<file path="config.mk">
export PLATFORM = sky130hd
export DESIGN_NAME = ctrl_divisao
export DESIGN_NICKNAME = d
export VERILOG_FILES = /design/src/rtl/ctrl_divisao.sv
export SDC_FILE = /design/constraint.sdc
export NUM_CORES = 1
export LEC_CHECK = 0
export ABC_AREA = 1
export CORE_MARGIN = 2
export CORE_UTILIZATION = 60
export DETAILED_ROUTE_END_ITERATION = 10
export DONT_BUFFER_PORTS = 1
export GPL_TIMING_DRIVEN = 0
export HOLD_SLACK_MARGIN = 0.08
export PLACE_DENSITY = 0.78
export SETUP_SLACK_MARGIN = 0.1
export SYNTH_ARGS = -nofsm -noshare
export SYNTH_HDL_FRONTEND = slang
export SYNTH_SLANG_ARGS = --single-unit
</file>
<file path="constraint.sdc">
create_clock -name clk -period 2.2 [get_ports clk]
set_input_delay 0.55 -clock clk [delete_from_list [all_inputs] [get_ports clk]]
set_output_delay 0.55 -clock clk [all_outputs]
set_load 0.05 [all_outputs]
</file>
<file path="src/rtl/ctrl_divisao.sv">
// Sequencing controller for a restoring 16-bit unsigned divider, one quotient bit per cycle.
// Optional divide-by-zero short path enabled by defining CTRL_DIV_ZERO_CHECK_EN.
module ctrl_divisao #(
   parameter int unsigned WIDTH = 16
) (
   input  logic             clk,
   input  logic             resetDiv_n,
   input  logic             Inicio,
   input  logic [WIDTH-1:0] dividendo,
   input  logic [WIDTH-1:0] divisor,
   output logic             Ocupado,
   output logic             Fim,
   output logic             ErroDiv0,
   output logic             EnResto,
   output logic             EnQuociente,
   output logic [WIDTH-1:0] resto,
   output logic [WIDTH-1:0] quociente
);

   localparam int unsigned CntW = $clog2(WIDTH) + 1;

   typedef enum logic [2:0] {
      StOcioso,
      StCarrega,
      StDivide,
      StEscreve,
      StFim
   } state_e;

   state_e            state_q, state_d;
   logic [WIDTH-1:0]  q_q, q_d;
   logic [WIDTH-1:0]  d_q, d_d;
   logic [WIDTH:0]    r_q, r_d;
   logic [CntW-1:0]   cnt_q, cnt_d;
   logic              zero_q, zero_d;
   logic [WIDTH-1:0]  quoc_q, quoc_d;
   logic [WIDTH-1:0]  resto_q, resto_d;
   logic              ocup_q, fim_q, err_q, en_q;
   logic [WIDTH+1:0]  diff;

   // One extra bit beyond R so the sign of the trial subtraction is explicit.
   assign diff = {r_q, q_q[WIDTH-1]} - {2'b00, d_q};

   always_comb begin
      state_d = state_q;
      q_d     = q_q;
      d_d     = d_q;
      r_d     = r_q;
      cnt_d   = cnt_q;
      zero_d  = zero_q;
      quoc_d  = quoc_q;
      resto_d = resto_q;
      unique case (state_q)
         StOcioso: begin
            if (Inicio) begin
               q_d     = dividendo;
               d_d     = divisor;
               zero_d  = 1'b0;
               state_d = StCarrega;
            end
         end
         StCarrega: begin
            r_d     = '0;
            cnt_d   = '0;
            state_d = StDivide;
`ifdef CTRL_DIV_ZERO_CHECK_EN
            if (d_q == '0) begin
               zero_d  = 1'b1;
               quoc_d  = '1;
               resto_d = q_q;
               state_d = StEscreve;
            end
`endif
         end
         StDivide: begin
            if (!diff[WIDTH+1]) begin
               r_d = diff[WIDTH:0];
               q_d = {q_q[WIDTH-2:0], 1'b1};
            end else begin
               r_d = {r_q[WIDTH-1:0], q_q[WIDTH-1]};
               q_d = {q_q[WIDTH-2:0], 1'b0};
            end
            cnt_d = cnt_q + 1'b1;
            if (cnt_q == CntW'(WIDTH - 1)) begin
               quoc_d  = q_d;
               resto_d = r_d[WIDTH-1:0];
               state_d = StEscreve;
            end
         end
         StEscreve: state_d = StFim;
         StFim:     state_d = StOcioso;
         default:   state_d = StOcioso;
      endcase
   end

   // Status outputs are registered from the next state so they align with the state cycle.
   always_ff @(posedge clk) begin
      if (!resetDiv_n) begin
         state_q <= StOcioso;
         q_q     <= '0;
         d_q     <= '0;
         r_q     <= '0;
         cnt_q   <= '0;
         zero_q  <= 1'b0;
         quoc_q  <= '0;
         resto_q <= '0;
         ocup_q  <= 1'b0;
         fim_q   <= 1'b0;
         err_q   <= 1'b0;
         en_q    <= 1'b0;
      end else begin
         state_q <= state_d;
         q_q     <= q_d;
         d_q     <= d_d;
         r_q     <= r_d;
         cnt_q   <= cnt_d;
         zero_q  <= zero_d;
         quoc_q  <= quoc_d;
         resto_q <= resto_d;
         ocup_q  <= (state_d != StOcioso);
         fim_q   <= (state_d == StFim);
         err_q   <= (state_d == StFim) && zero_d;
         en_q    <= (state_d == StEscreve);
      end
   end

   assign Ocupado     = ocup_q;
   assign Fim         = fim_q;
   assign EnResto     = en_q;
   assign EnQuociente = en_q;
   assign resto       = resto_q;
   assign quociente   = quoc_q;
`ifdef CTRL_DIV_ZERO_CHECK_EN
   assign ErroDiv0    = err_q;
`else
   assign ErroDiv0    = 1'b0;
`endif

endmodule

</file>
After elaboration in Yosys (flattened, before gate mapping)
Cells that the tools add are included.
{"block": "word_totals", "register_bits": 92, "output_inout_bits": 37, "mem_bits_rw": 0, "wordCells": 35, "latchBits": 0, "rom_bits": 0, "n_memories": 0, "inputBits": 35}
{"block": "op_classes", "order_cmp": 0, "n_shift": 0, "n_div": 0, "add_sub_neg": 2, "n_eq_ne": 7, "muxes": 9, "multipliers": 0, "n_reduce_logical": 7, "bitwise": 0}
{"operator": "17-bit case mux with 2 select lines", "n": 1}
{"operator": "16-bit case mux with 2 select lines", "n": 1}
{"operator": "18-bit by 16-bit subtractor with 18-bit output", "n": 1}
{"operator": "17-bit 2-to-1 mux", "n": 1}
{"operator": "16-bit 2-to-1 mux", "n": 1}
{"operator": "3-bit case mux with 4 select lines", "n": 1}
{"operator": "5-bit case mux with 2 select lines", "n": 1}
{"operator": "3-bit by 2-bit equality test with 1-bit output (second input constant)", "n": 3}
{"operator": "3-bit 2-to-1 mux", "n": 2}
{"operator": "2-bit AND reduction", "n": 3}
{"operator": "5-bit by 1-bit adder with 5-bit output (second input constant)", "n": 1}
{"operator": "5-bit by 4-bit equality test with 1-bit output (second input constant)", "n": 1}
{"operator": "2-bit nonzero test", "n": 2}
{"operator": "3-bit by 1-bit equality test with 1-bit output (second input constant)", "n": 1}
{"operator": "3-bit equality test (second input constant)", "n": 1}
{"operator": "3-bit zero test", "n": 1}
{"operator": "3-bit nonzero test", "n": 1}
{"operator": "2-bit != test (second input constant)", "n": 1}
{"operator": "1-bit 2-to-1 mux", "n": 1}

Depth between registers and ports, before layout
Gate-level depths: netlist of run 1.
{"block": "depth", "depth_word": 4, "mapped_depth": 18, "ltp_nobuf": 18}

Worst setup path after synthesis of run 1
No wires, ideal clock.
{"block": "synth_path", "kind": "register to register", "startpoint": "register d_q[11]", "endpoint": "register resto_q[9] (netlist: resto[9])", "setup_ns": 0.109, "stages_incl_launch_ff": 16, "setup_slack_ns": 0.254, "path_buffers": 1, "arrival_time_ns": 1.837, "required_ns": 2.091, "synth_period_minus_slack_ns": 1.946, "path_cell_list": "dfxtp_1 -> inv_1 -> ha_1 -> nand2_2 -> inv_2 -> nand2_1 -> nand3_1 -> a21oi_2 -> nand3_2 -> nand2_4 -> buf_12 -> nand2_4 -> nand2_2 -> nand2_1 -> nand2_1 -> inv_1"}
{"block": "synth_between", "elab_chain_len": 2}
{"element": "start, declared", "line_no": "32", "text": "logic [WIDTH-1:0] d_q, d_d;"}
{"element": "start signal, assigned", "line_no": "101", "text": "d_q <= '0;"}
{"element": "start signal, assigned", "line_no": "114", "text": "d_q <= d_d;"}
{"element": "18-bit by 16-bit subtractor with 18-bit output", "line_no": "42", "text": "assign diff = {r_q, q_q[WIDTH-1]} - {2'b00, d_q};"}
{"element": "17-bit 2-to-1 mux", "line_no": "76", "text": "if (!diff[WIDTH+1]) begin"}
{"element": "end signal, assigned", "line_no": "119", "text": "resto_q <= resto_d;"}
{"element": "end, declared", "line_no": "37", "text": "logic [WIDTH-1:0] resto_q, resto_d;"}
Every way passes these cells.
A chain may end at the register's enable or synchronous reset.

Final worst setup path of run 1
{"block": "layout_path", "startpoint": "register q_q[15]", "endpoint": "register r_q[14]"}
{"block": "layout_between", "elab_chain_len": 3}
{"element": "start, declared", "line_no": "31", "text": "logic [WIDTH-1:0] q_q, q_d;"}
{"element": "start signal, assigned", "line_no": "113", "text": "q_q <= q_d;"}
{"element": "18-bit by 16-bit subtractor with 18-bit output", "line_no": "42"}
{"element": "17-bit 2-to-1 mux", "line_no": "76"}
{"element": "17-bit case mux with 2 select lines", "line_no": "53", "text": "unique case (state_q)"}
{"element": "end signal, assigned", "line_no": "115", "text": "r_q <= r_d;"}
{"element": "end, declared", "line_no": "33", "text": "logic [WIDTH:0] r_q, r_d;"}
Every way passes these cells.

==> results of run 1 <==
-- worst max-delay path, cell delays in order, from the launching register on --
cell and delay (ps):
dfxtp_2 330, inv_2 70, ha_4 140, inv_4 40, fa_2 400, nand2_2 80
nand2_2 80, nand3_2 80, nand2_2 120, nand3_2 100, nand3_1 110, nand2_1 130
inv_1 60, nand2_1 80, nand3_1 70, a21oi_1 150
-- cells in the mapped netlist (2+ instances only) --
| cell | n |
|---|---|
| nand2_2 | 6 |
| inv_1 | 110 |
| buf_4 | 6 |
| o21ai_0 | 48 |
| and2_1 | 2 |
| dfxtp_1 | 92 |
| nand3_2 | 5 |
| a21oi_1 | 60 |
| nand3_1 | 48 |
| nand2_1 | 168 |
| a21oi_2 | 2 |
| xor2_1 | 2 |
| buf_2 | 5 |
| ha_1 | 18 |
| clkbuf_1 | 19 |
| inv_2 | 2 |
| nand2_4 | 10 |
| xnor2_1 | 6 |
| a211oi_1 | 13 |
| a31oi_1 | 3 |
| nor2_1 | 55 |
| nor3_1 | 18 |
-- final cells by class --
| class | count | area, um^2 |
|---|---|---|
| Inverter | 113 | 429 |
| Buffer | 33 | 191 |
| Sequential cell | 92 | 1880 |
| Tap cell | 105 | 131 |
| Timing Repair Buffer | 23 | 220 |
| Clock buffer | 12 | 155 |
| Clock inverter | 4 | 33.8 |
| Multi-Input combinational cell | 477 | 2860 |
| Fill cell | 648 | 2190 |
-- cell families after synthesis --
family                     count (synthesis)
AOI/OAI and AO/OA                        131
xor gates and xnor gates                   8
adders and majority gates                 19
buffers and inverters                    146
DFF                                       92
other                                      1
and+or+nand+nor                          318
-- placed cells by master (no fill, tap or decap), types with 11 or more instances in the layout --
cell type / n
ha_4: 15
o21ai_0: 47
inv_2: 17
nor2_1: 53
nand2_2: 21
dfxtp_1: 70
dfxtp_2: 18
buf_4: 24
nand2_1: 146
a211oi_1: 13
clkbuf_1: 19
nand2_4: 15
clkbuf_8: 11
nand3_1: 43
nor3_1: 18
a21oi_1: 56
inv_1: 94
-- state kept, by name, summed over array words and instances (netlist names) --
register	count
q_q	16
Ocupado	1
Fim	1
r_q	17
quociente	16
EnQuociente	1
resto	16
state_q	3
d_q	16
cnt_q	5
-- path summary, 6_finish.rpt --
check,start,endpoint,slack [ps],cells past startpoint
worst max-delay path,q_q[15]$_SDFFE_PN0P_,r_q[14]$_SDFFE_PN0P_,80,15
worst min-delay path,divisor[0],d_q[0]$_SDFFE_PN0P_,340,2
worst max register to register,q_q[15]$_SDFFE_PN0P_,r_q[14]$_SDFFE_PN0P_,80,15
worst min register to register,q_q[7]$_SDFFE_PN0P_,quociente[8]$_SDFFE_PN0P_,480,2
-- repair_timing --
action                                  CTS  global route
resized for setup                        20           100
pin swaps                                 2            37
gates cloned                              0             2
setup buffers                             3            18
endpoints found under the setup margin   25            51
hold buffers                              0             0
-- metrics by stage --
| step | hold WS, ps | util, % | std cells | area [um^2] | worst slack, ps |
|---|---|---|---|---|---|
| 6_report | 336 | 73.0 | 859 | 5900 | 82.7 |
| 4_1_cts | 329 | 67.2 | 839 | 5440 | 88.3 |
| 5_1_grt | 340 | 73.0 | 859 | 5900 | -7.94 |
| 2_1_floorplan | 435 | - | 715 | 4920 | 254 |
| 3_3_place_gp | 452 | 62.4 | 820 | 5050 | -13.1 |
| 3_5_place_dp | 458 | 62.4 | 820 | 5050 | -68.0 |
-- routing by layer --
metal  global-route usage, %  vias to the layer above
li1                        -                     2342
met1                    33.3                     2275
met2                    53.8                      194
met3                    4.95                       71
met4                    10.0                        0
met5                       0                        -
-- power by group --
part / total, W / internal, W / switching (W)
clock network: 0.00111 / 0.000480 / 0.000625
logic: 0.00129 / 0.000493 / 0.000800
registers: 0.00180 / 0.00174 / 0.0000577
total: 0.00420 / 0.00272 / 0.00148
==> run metrics, run 1 <==
DP HPWL=9180 um; post-synthesis adder-cell area fraction=4.99%; Max VDD drop=0.000479 V; core area=8090 um^2; Die W=94.5 um; Mapped Nets=769; share of layout cells above drive strength 1=22.8%; Sink Count=92; drt first pass iters=5; CTS Buffer Depth=2; final-stage net count=803; Top-Level Pins=72; # rows=33; Synth Register Bits=92; synthesized area=4920 um^2; P&R area growth vs syn=20.0%; Clk pin slew, worst setup/hold paths=90 ps; DIE HEIGHT=94.5 um; DR top layer=met4; Final ANT Viol Nets=0; largest family of logic cells by synthesized area=simple AND/OR/NAND/NOR gates; clk_lat worst skew=360 ps; Routability Congestion=1.02; max_cap viols=0; status=complete, no violations; Power Total=0.00420 W; final worst path period need=2120 ps; EDFF count, synth=0; area leader, netlist=dfxtp_1; Post-Route M1 WL=5420 um; first-pass GRT wire length=20400 um; drt first-iter violations=363; crit path max fanout=3; Setup TNS=0 ps; largest net degree at the start of global routing=16; Compound-Gate Fraction of Synth Area=14.5%; Hold Path Class=input pin to register; most used flip-flop cell after synthesis=dfxtp_1; Via density=5.68; initial core utilization=60.8%; final slew viol count=0; synth top area cells=dfxtp_1 (37%), nand2_1 (13%), inv_1 (8.4%), a21oi_1 (6.1%), nand3_1 (4.9%); simple-gate share of the synthesized area=29.4%; Antenna diodes=0; Worst Path Arrival=2390 ps; Gate Count Post-Synth=715; CP Launch Type=register; crit path kind=register to register; Leak Pwr=2.67 nW; WP data required=2470 ps; RSZ-0062 raised after global routing=yes; Final Cycle Share=96.2%; post-synthesis sequential area ratio=37.4%; routed wire length=14200 um; # DRC=0; Die ar.=8940 um^2; syn_area_per_cell=6.88 um^2; met3 wire length=769 um; H-tree depth=3; DR vias=4882; vias in the first global route=4545; initial antenna violation count=0; PortBufs=0; CTS buffer count=9; routed wl met2=7290 um; Root Driver=clkbuf_8; post-synthesis mux area share=0%; skew final=11.5 ps; Slew headroom=63.4%; CTS tree=done; XOR/XNOR Fraction of Synth Area=1.42%; pin slew with the least headroom to its limit=549 ps; Fmax=472 MHz; ys async rst share=0%; power per cell area=711 nW/um^2; endpoints failing setup=0; Yosys warning count=0; Crit. End Element=register; Synth cell types=39; top cell type's share of synthesized area=37.4%; Wirelength per Cell=16.5 um; remaining global-route overflow=0; Final Hold Fails=0; GRT Total Usage=28.9%
Power figures use the tool's default switching activity.
==> run 2: changes to the inputs <==
Settings changed: ABC_AREA 1 to not set.
==> run metrics, run 2 <==
PortBufs=0 (unchanged); WP data required=2440 ps (was 2470 ps); FF-to-FF Start=q_q[15]$_SDFFE_PN0P_ (unchanged); first-pass GRT wire length=19300 um (was 20400 um); share of layout cells above drive strength 1=21.8% (was 22.8%); Sink Count=92 (unchanged); Gate Count Post-Synth=568 (was 715); non-filler cells, final=701 (was 859); Die ar.=8290 um^2 (was 8940 um^2); Worst Path Arrival=2890 ps (was 2390 ps); status=finished, violations left (was complete, no violations); Die W=91.1 um (was 94.5 um); drt first-iter violations=248 (was 363); final slew viol count=0 (unchanged); reg-to-reg setup timing slack=-450 ps (was 80 ps); CP Launch Type=register (unchanged); initial antenna violation count=0 (unchanged); GRT Total Usage=28.9% (about the same); EDFF count, synth=0 (unchanged); commonest non-fill, non-tap cells in the layout=nand2_1 (119), dfxtp_1 (84), a21oi_1 (48), nor2_1 (38), inv_1 (23) (was nand2_1 (146), inv_1 (94), dfxtp_1 (70), a21oi_1 (56), nor2_1 (53)); Placed Cells=667 (was 820); Antenna diodes=0 (unchanged); DIE HEIGHT=91.1 um (was 94.5 um); remaining global-route overflow=0 (unchanged); Hold Crit Depth=2 (unchanged); failing checks=setup timing; Final Cell Area=5560 um^2 (was 5900 um^2); sw power=0.00169 W (was 0.00148 W); Reg power frac=36.3% (was 42.9%); DP HPWL=8100 um (was 9180 um); DR vias=4250 (was 4882); ys async rst share=0% (unchanged); clk_lat worst skew=370 ps (was 360 ps); CTS tree=done (unchanged); Hold WS=299 ps (was 336 ps); CTS Buffer Depth=2 (unchanged); skew final=10.1 ps (was 11.5 ps); Setup TNS=-7810 ps (was 0 ps); synth top area cells=dfxtp_1 (40%), nand2_1 (9.9%), a21oi_1 (6.3%), ha_1 (5.0%), nor2_1 (3.4%) (was dfxtp_1 (37%), nand2_1 (13%), inv_1 (8.4%), a21oi_1 (6.1%), nand3_1 (4.9%)); Mapped Nets=622 (was 769); synthesized area=4550 um^2 (was 4920 um^2); Hold Startpoint=divisor[1] (was divisor[0]); Top-Level Pins=72 (unchanged); Hold Path Class=input pin to register (unchanged); Synth Register Bits=92 (unchanged); crit path max fanout=3 (unchanged); largest net degree at the start of global routing=17 (was 16); pin slew with the least headroom to its limit=615 ps (was 549 ps); Final Cycle Share=121% (was 96.2%); RSZ-0062 raised after global routing=yes (unchanged); fill cell count=544 (was 648); Yosys warning count=0 (unchanged); R2R depth=12 (was 15); crit path kind=register to register (unchanged); Clk pwr share=25.8% (was 26.3%); Wirelength per Cell=17.7 um (was 16.5 um); r2r endpoint=resto[12]$_SDFFE_PN0P_ (was r_q[14]$_SDFFE_PN0P_); Comb pwr share=37.9% (was 30.8%); most used flip-flop cell after synthesis=dfxtp_1 (unchanged); hold endpoint=d_q[1]$_SDFFE_PN0P_ (was d_q[0]$_SDFFE_PN0P_); P&R area growth vs syn=22.3% (was 20.0%); delay of the slowest critical-path stage=370 ps (was 400 ps); H-tree depth=3 (unchanged); Max VDD drop=0.000540 V (was 0.000479 V); final worst path period need=2650 ps (was 2120 ps); most frequent CP cell=inv_2 (was nand2_2); power per cell area=905 nW/um^2 (was 711 nW/um^2); largest reg by FF count=r_q (unchanged); drt first pass iters=5 (unchanged); Final Hold Fails=0 (unchanged); Leak Pwr=2.09 nW (was 2.67 nW); vias in the first global route=4059 (was 4545); final-stage net count=651 (was 803); Slowest-stage cell, CP=a2111oi_4 (was fa_2); most common library cell in the layout ignoring fill and taps=nand2_1 (unchanged); # rows=31 (was 33); Crit. End Element=register (unchanged); top cell type's share of synthesized area=40.5% (was 37.4%); Clk pin slew, worst setup/hold paths=100 ps (was 90 ps); Final WS setup=-453 ps (was 82.7 ps); Internal=0.00334 W (was 0.00272 W); Root Driver=clkbuf_8 (unchanged); # DRC=0 (unchanged); area post-placement=4730 um^2 (was 5050 um^2); Routability Congestion=0.873 (was 1.02); Fmax=377 MHz (was 472 MHz); post-synthesis sequential area ratio=40.5% (was 37.4%); Via density=6.06 (was 5.68); core area=7290 um^2 (was 8090 um^2); sw frac=33.6% (was 35.3%); commonest cells in the netlist=nand2_1 (120), dfxtp_1 (92), a21oi_1 (57), nor2_1 (41), inv_1 (27) (was nand2_1 (168), inv_1 (110), dfxtp_1 (92), a21oi_1 (60), nor2_1 (55)); routed wire length=12400 um (was 14200 um); number of flip-flops in the largest register=17 (unchanged); syn_area_per_cell=8.01 um^2 (was 6.88 um^2); CTS buffer count=9 (unchanged); Synth cell types=61 (was 39); initial core utilization=62.4% (was 60.8%); endpoints failing setup=33 (was 0); area leader, netlist=dfxtp_1 (unchanged); CP cell instances=inv_2 -> ha_4 -> inv_2 -> fa_2 -> a21o_4 -> a2111oi_4 -> buf_4 -> o311ai_2 -> a21oi_1 -> xnor2_1 -> mux2i_4 -> a211oi_2 (was inv_2 -> ha_4 -> inv_4 -> fa_2 -> nand2_2 -> nand2_2 -> nand3_2 -> nand2_2 -> nand3_2 -> nand3_1 -> nand2_1 -> inv_1 -> nand2_1 -> nand3_1 -> a21oi_1); Final ANT Viol Nets=0 (unchanged); max_cap viols=0 (unchanged); most common cell in the netlist=nand2_1 (unchanged); Slew headroom=59.0% (was 63.4%)
==> run 2: critical path, delay by kind of cell, from the launching register on <==
family,cells,cell delay [ps]
xor+xnor,1,140
compound gates,5,1040
flops,1,330
buf+inv,3,300
mux,1,220
fa+ha+maj,2,490
==> run 2: logic make-up after synthesis <==
kind of cell	synth area share, %
AOI/OAI and AO/OA	21.7
and+or+nand+nor	20.0
adders and majority gates	5.39
muxes	2.89
xor gates and xnor gates	3.30
other	0.0825
DFF	40.5
buffers and inverters	6.22
==> run 2: layout make-up <==
type,instances,area (um^2),area share [%]
plain buffers,37,221,3.98
well taps,99,124,2.23
repair buffers,19,203,3.64
inverters,27,101,1.82
multi-input cells,411,2840,51.0
clock buffers,10,128,2.29
clock inverters,6,95.1,1.71
flip-flops and latches,92,1850,33.3
==> run 2: power groups by stage <==
| stage | Combinational [W] | Clock, W | Sequential [W] |
|---|---|---|---|
| floorplan | 0.000927 | 0 | 0.00184 |
| global placement | 0.00111 | 0 | 0.00185 |
| detailed placement | 0.00114 | 0 | 0.00186 |
| CTS | 0.00171 | 0.00129 | 0.00182 |
| global route | 0.00202 | 0.00135 | 0.00184 |
| finish | 0.00191 | 0.00130 | 0.00183 |
==> run 2: stage by stage <==
stage | utilization (%) | worst slack (ps) | total power [W]
after detailed placement | 64.9 | -511 | 0.00300
final | 76.3 | -453 | 0.00503
after floorplan | - | -363 | 0.00277
after global placement | 64.9 | -531 | 0.00297
after CTS | 73.6 | -304 | 0.00482
after global routing | 76.3 | -586 | 0.00521
==> run 2: routing by layer <==
metal,track usage [%],vias to the layer above,share of wire [%]
met2,47.0,208,47
met3,5.64,33,8.3
met4,9.72,0,2.5
li1,-,2021,-
met1,38.5,1988,42
met5,0,-,0
==> run 2: worst max-delay path by stage <==
stage                    startpoint                      to
2_1_floorplan  q_q[15]$_SDFFE_PN0P_    r_q[16]$_SDFFE_PN0P_
3_3_place_gp   q_q[15]$_SDFFE_PN0P_    r_q[16]$_SDFFE_PN0P_
3_5_place_dp   q_q[15]$_SDFFE_PN0P_    r_q[16]$_SDFFE_PN0P_
4_1_cts        d_q[15]$_SDFFE_PN0P_    r_q[16]$_SDFFE_PN0P_
5_1_grt        q_q[15]$_SDFFE_PN0P_  resto[12]$_SDFFE_PN0P_
6_report       q_q[15]$_SDFFE_PN0P_  resto[12]$_SDFFE_PN0P_
==> run 2: timing repair <==
item                                    4_1_cts  5_1_grt
hold buffers                                  0        0
buffers inserted                             13        5
gates cloned                                  1        0
endpoints found under the setup margin       53       64
resized for setup                            57       58
pin swaps                                    17       14
==> RTL edit: new RTL, settings of run 2 <==
Build with the macro `CTRL_DIV_ZERO_CHECK_EN` defined.
--- a/src/rtl/ctrl_divisao.sv
+++ b/src/rtl/ctrl_divisao.sv
@@ -2,2 +2,4 @@
 // Optional divide-by-zero short path enabled by defining CTRL_DIV_ZERO_CHECK_EN.
+`define CTRL_DIV_ZERO_CHECK_EN
+
 module ctrl_divisao #(
Function: changed (a bounded check fails within 4 cycles, from zero or initial values and one cycle with resetDiv_n low).
==> RTL edit against run 2 <==
  * The flow still finishes with violations (negative setup slack)
  * Area after synthesis grew 4.8%
  * Power up 16%
  * Routed wire length up 33%
  * Sequential cell count rose by 2
  * Count of clock-buffer cells in the layout decreased by 1
  * Final area up 10%
  * Sequential power increased by 13%
  * Worst setup slack lost 0.034 ns
==> RTL edit: results (changes against run 2) <==
Worst setup path
  • R2R Path End: resto[9]
  • Arrival time at the worst endpoint: 2.95 ns (+0.06 ns)
  • Reg-to-Reg Start: r_q[0]
  • Slowest stage delay, CP: 0.45 ns (+0.08 ns)
  • Setup CP Type: flip-flop to flip-flop
  • Crit path max-delay cell type: dfxtp_2
  • Worst Path Max Fanout: 4 (+1)
  • R2R cell count: 11 (-1)

Yosys
  • Synth cell types: 70 (+15%)
  • Seq/Total Area, Yosys: 0.3946 (-0.01030)
  • Post-synthesis xor/xnor area fraction: 0.01837 (-0.01464)
  • Post-synthesis mux area share: 0.02257 (-0.006320)
  • Synth Area in Compound Gates: 0.2477 (+0.03120)
  • Synth area leaders: dfxtp_1 (39%), nand2_1 (7.4%), a21oi_1 (5.2%)
  • Synth Area in Adders: 0.05143 (-0.002490)

Timing
  • Worst-Margin Slew: 0.6454 ns (+0.03043 ns)
  • Clk_skew: 0.01244 ns (+0.002366 ns)
  • Setup TNS: -13.05 ns (-5.239 ns)
  • Setup violators final: 35 (+6.1%)
  • Final worst slack: -0.4866 ns (-0.03383 ns)

Placement
  • HPWL after DPL: 10150 um (+25%)
  • Routability cong.: 0.9569 (+9.6%)
  • DP Area: 0.005042 mm2 (+6.6%)
  • Post-place setup slack: -0.5683 ns (-0.05720 ns)
  • Placed cells: 693 (+3.9%)

Finish
  • Multi-input gate area: 0.003226 mm2 (+14%)
  • Fillers: 466 (-14%)
  • Share of layout cells above drive strength 1: 0.2826 (+0.06500)
  • Non-Filler Instances: 746 (+6.4%)

Global route
  • First-pass GRT wire length: 23420 um (+21%)
  • Number of global-route vias before repair: 4580 (+13%)

Power and ir drop
  • Net Sw Frac: 0.3831 (+0.04690)
  • P_leak: 2.314 nW (+11%)
  • Peak supply drop: 0.6324 mV (+17%)

Status
  • Failing checks: negative setup slack
  • Status: finished, violations left

Detailed routing
  • WL per Instance: 22.07 um (+25%)
  • Vias per inst: 6.816 (+12%)
  • 1st-iter DRT viols: 470 (+90%)
## RTL edit: cell count changes in the layout (fill, tap and decap cells not counted), moves of 8 or more
| cell | run 2 | this run |
|---|---|---|
| buf_6 | 6 | 15 |
| a211oi_1 | 0 | 11 |
| dfxtp_2 | 7 | 16 |
| nor2_1 | 38 | 51 |
| a31oi_1 | 2 | 10 |
| buf_4 | 16 | 28 |
| nand2_1 | 119 | 91 |
## RTL edit: cells by family after synthesis
family                   Yosys count
buffers and inverters             60
AND/OR/NAND/NOR                  219
flip-flops                        94
adder cells (fa/ha/maj)           19
XOR/XNOR                          10
AO/OA/AOI/OAI                    179
multiplexers                      10
## RTL edit: cell type report
cell class / instances / area share
multi-input cells: 437 / 0.5248
clock inverters: 6 / 0.01547
flip-flops and latches: 94 / 0.3101
plain buffers: 35 / 0.03726
well taps: 102 / 0.02077
clock buffers: 9 / 0.02015
repair buffers: 38 / 0.05578
inverters: 25 / 0.01568
## RTL edit: worst max-delay path: cells and delay by family (launching register included)
family	cells	cell delay (ns)
flip-flops	1	0.45
multiplexers	1	0.28
buffers and inverters	3	0.47
AND/OR/NAND/NOR	2	0.35
adder cells (fa/ha/maj)	1	0.23
AO/OA/AOI/OAI	4	0.80
## RTL edit: worst min path at each step
| stage | endpoint | cells past startpoint | start | slack (ns) |
|---|---|---|---|---|
| 2_1_floorplan | cnt_q[3] | 1 | cnt_q[3] | 0.41 |
| 3_3_place_gp | cnt_q[3] | 1 | cnt_q[3] | 0.43 |
| 3_5_place_dp | zero_q | 2 | zero_q | 0.46 |
| 4_1_cts | d_q[15] | 2 | divisor[15] | 0.30 |
| 5_1_grt | d_q[7] | 2 | divisor[7] | 0.31 |
| 6_report | d_q[14] | 2 | divisor[14] | 0.30 |
## RTL edit: power groups by stage
stage / clock (mW) / combinational [mW] / sequential (mW)
floorplan: 0 / 1.21 / 2.03
global placement: 0 / 1.50 / 2.07
detailed placement: 0 / 1.53 / 2.07
CTS: 1.28 / 2.16 / 2.04
global route: 1.36 / 2.58 / 2.06
finish: 1.31 / 2.47 / 2.06
## RTL edit: layer usage
metal / vias up / part of all wire / wire length (um) / global-route usage
li1: 2218 / - / - / -
met3: 87 / 0.11 / 1883 / 0.08541
met5: - / 0 / 0 / 0
met4: 0 / 0.048 / 797 / 0.1213
met2: 414 / 0.46 / 7537 / 0.5537
met1: 2366 / 0.38 / 6244 / 0.4612
## RTL edit: timing repair
action                                  CTS  global route
pin swaps                                26            27
endpoints found under the setup margin   81            63
setup buffers                            28             9
cloned                                    0             1
endpoints found under the hold margin     0             0
hold buffers                              0             0
resized for setup                        92            45
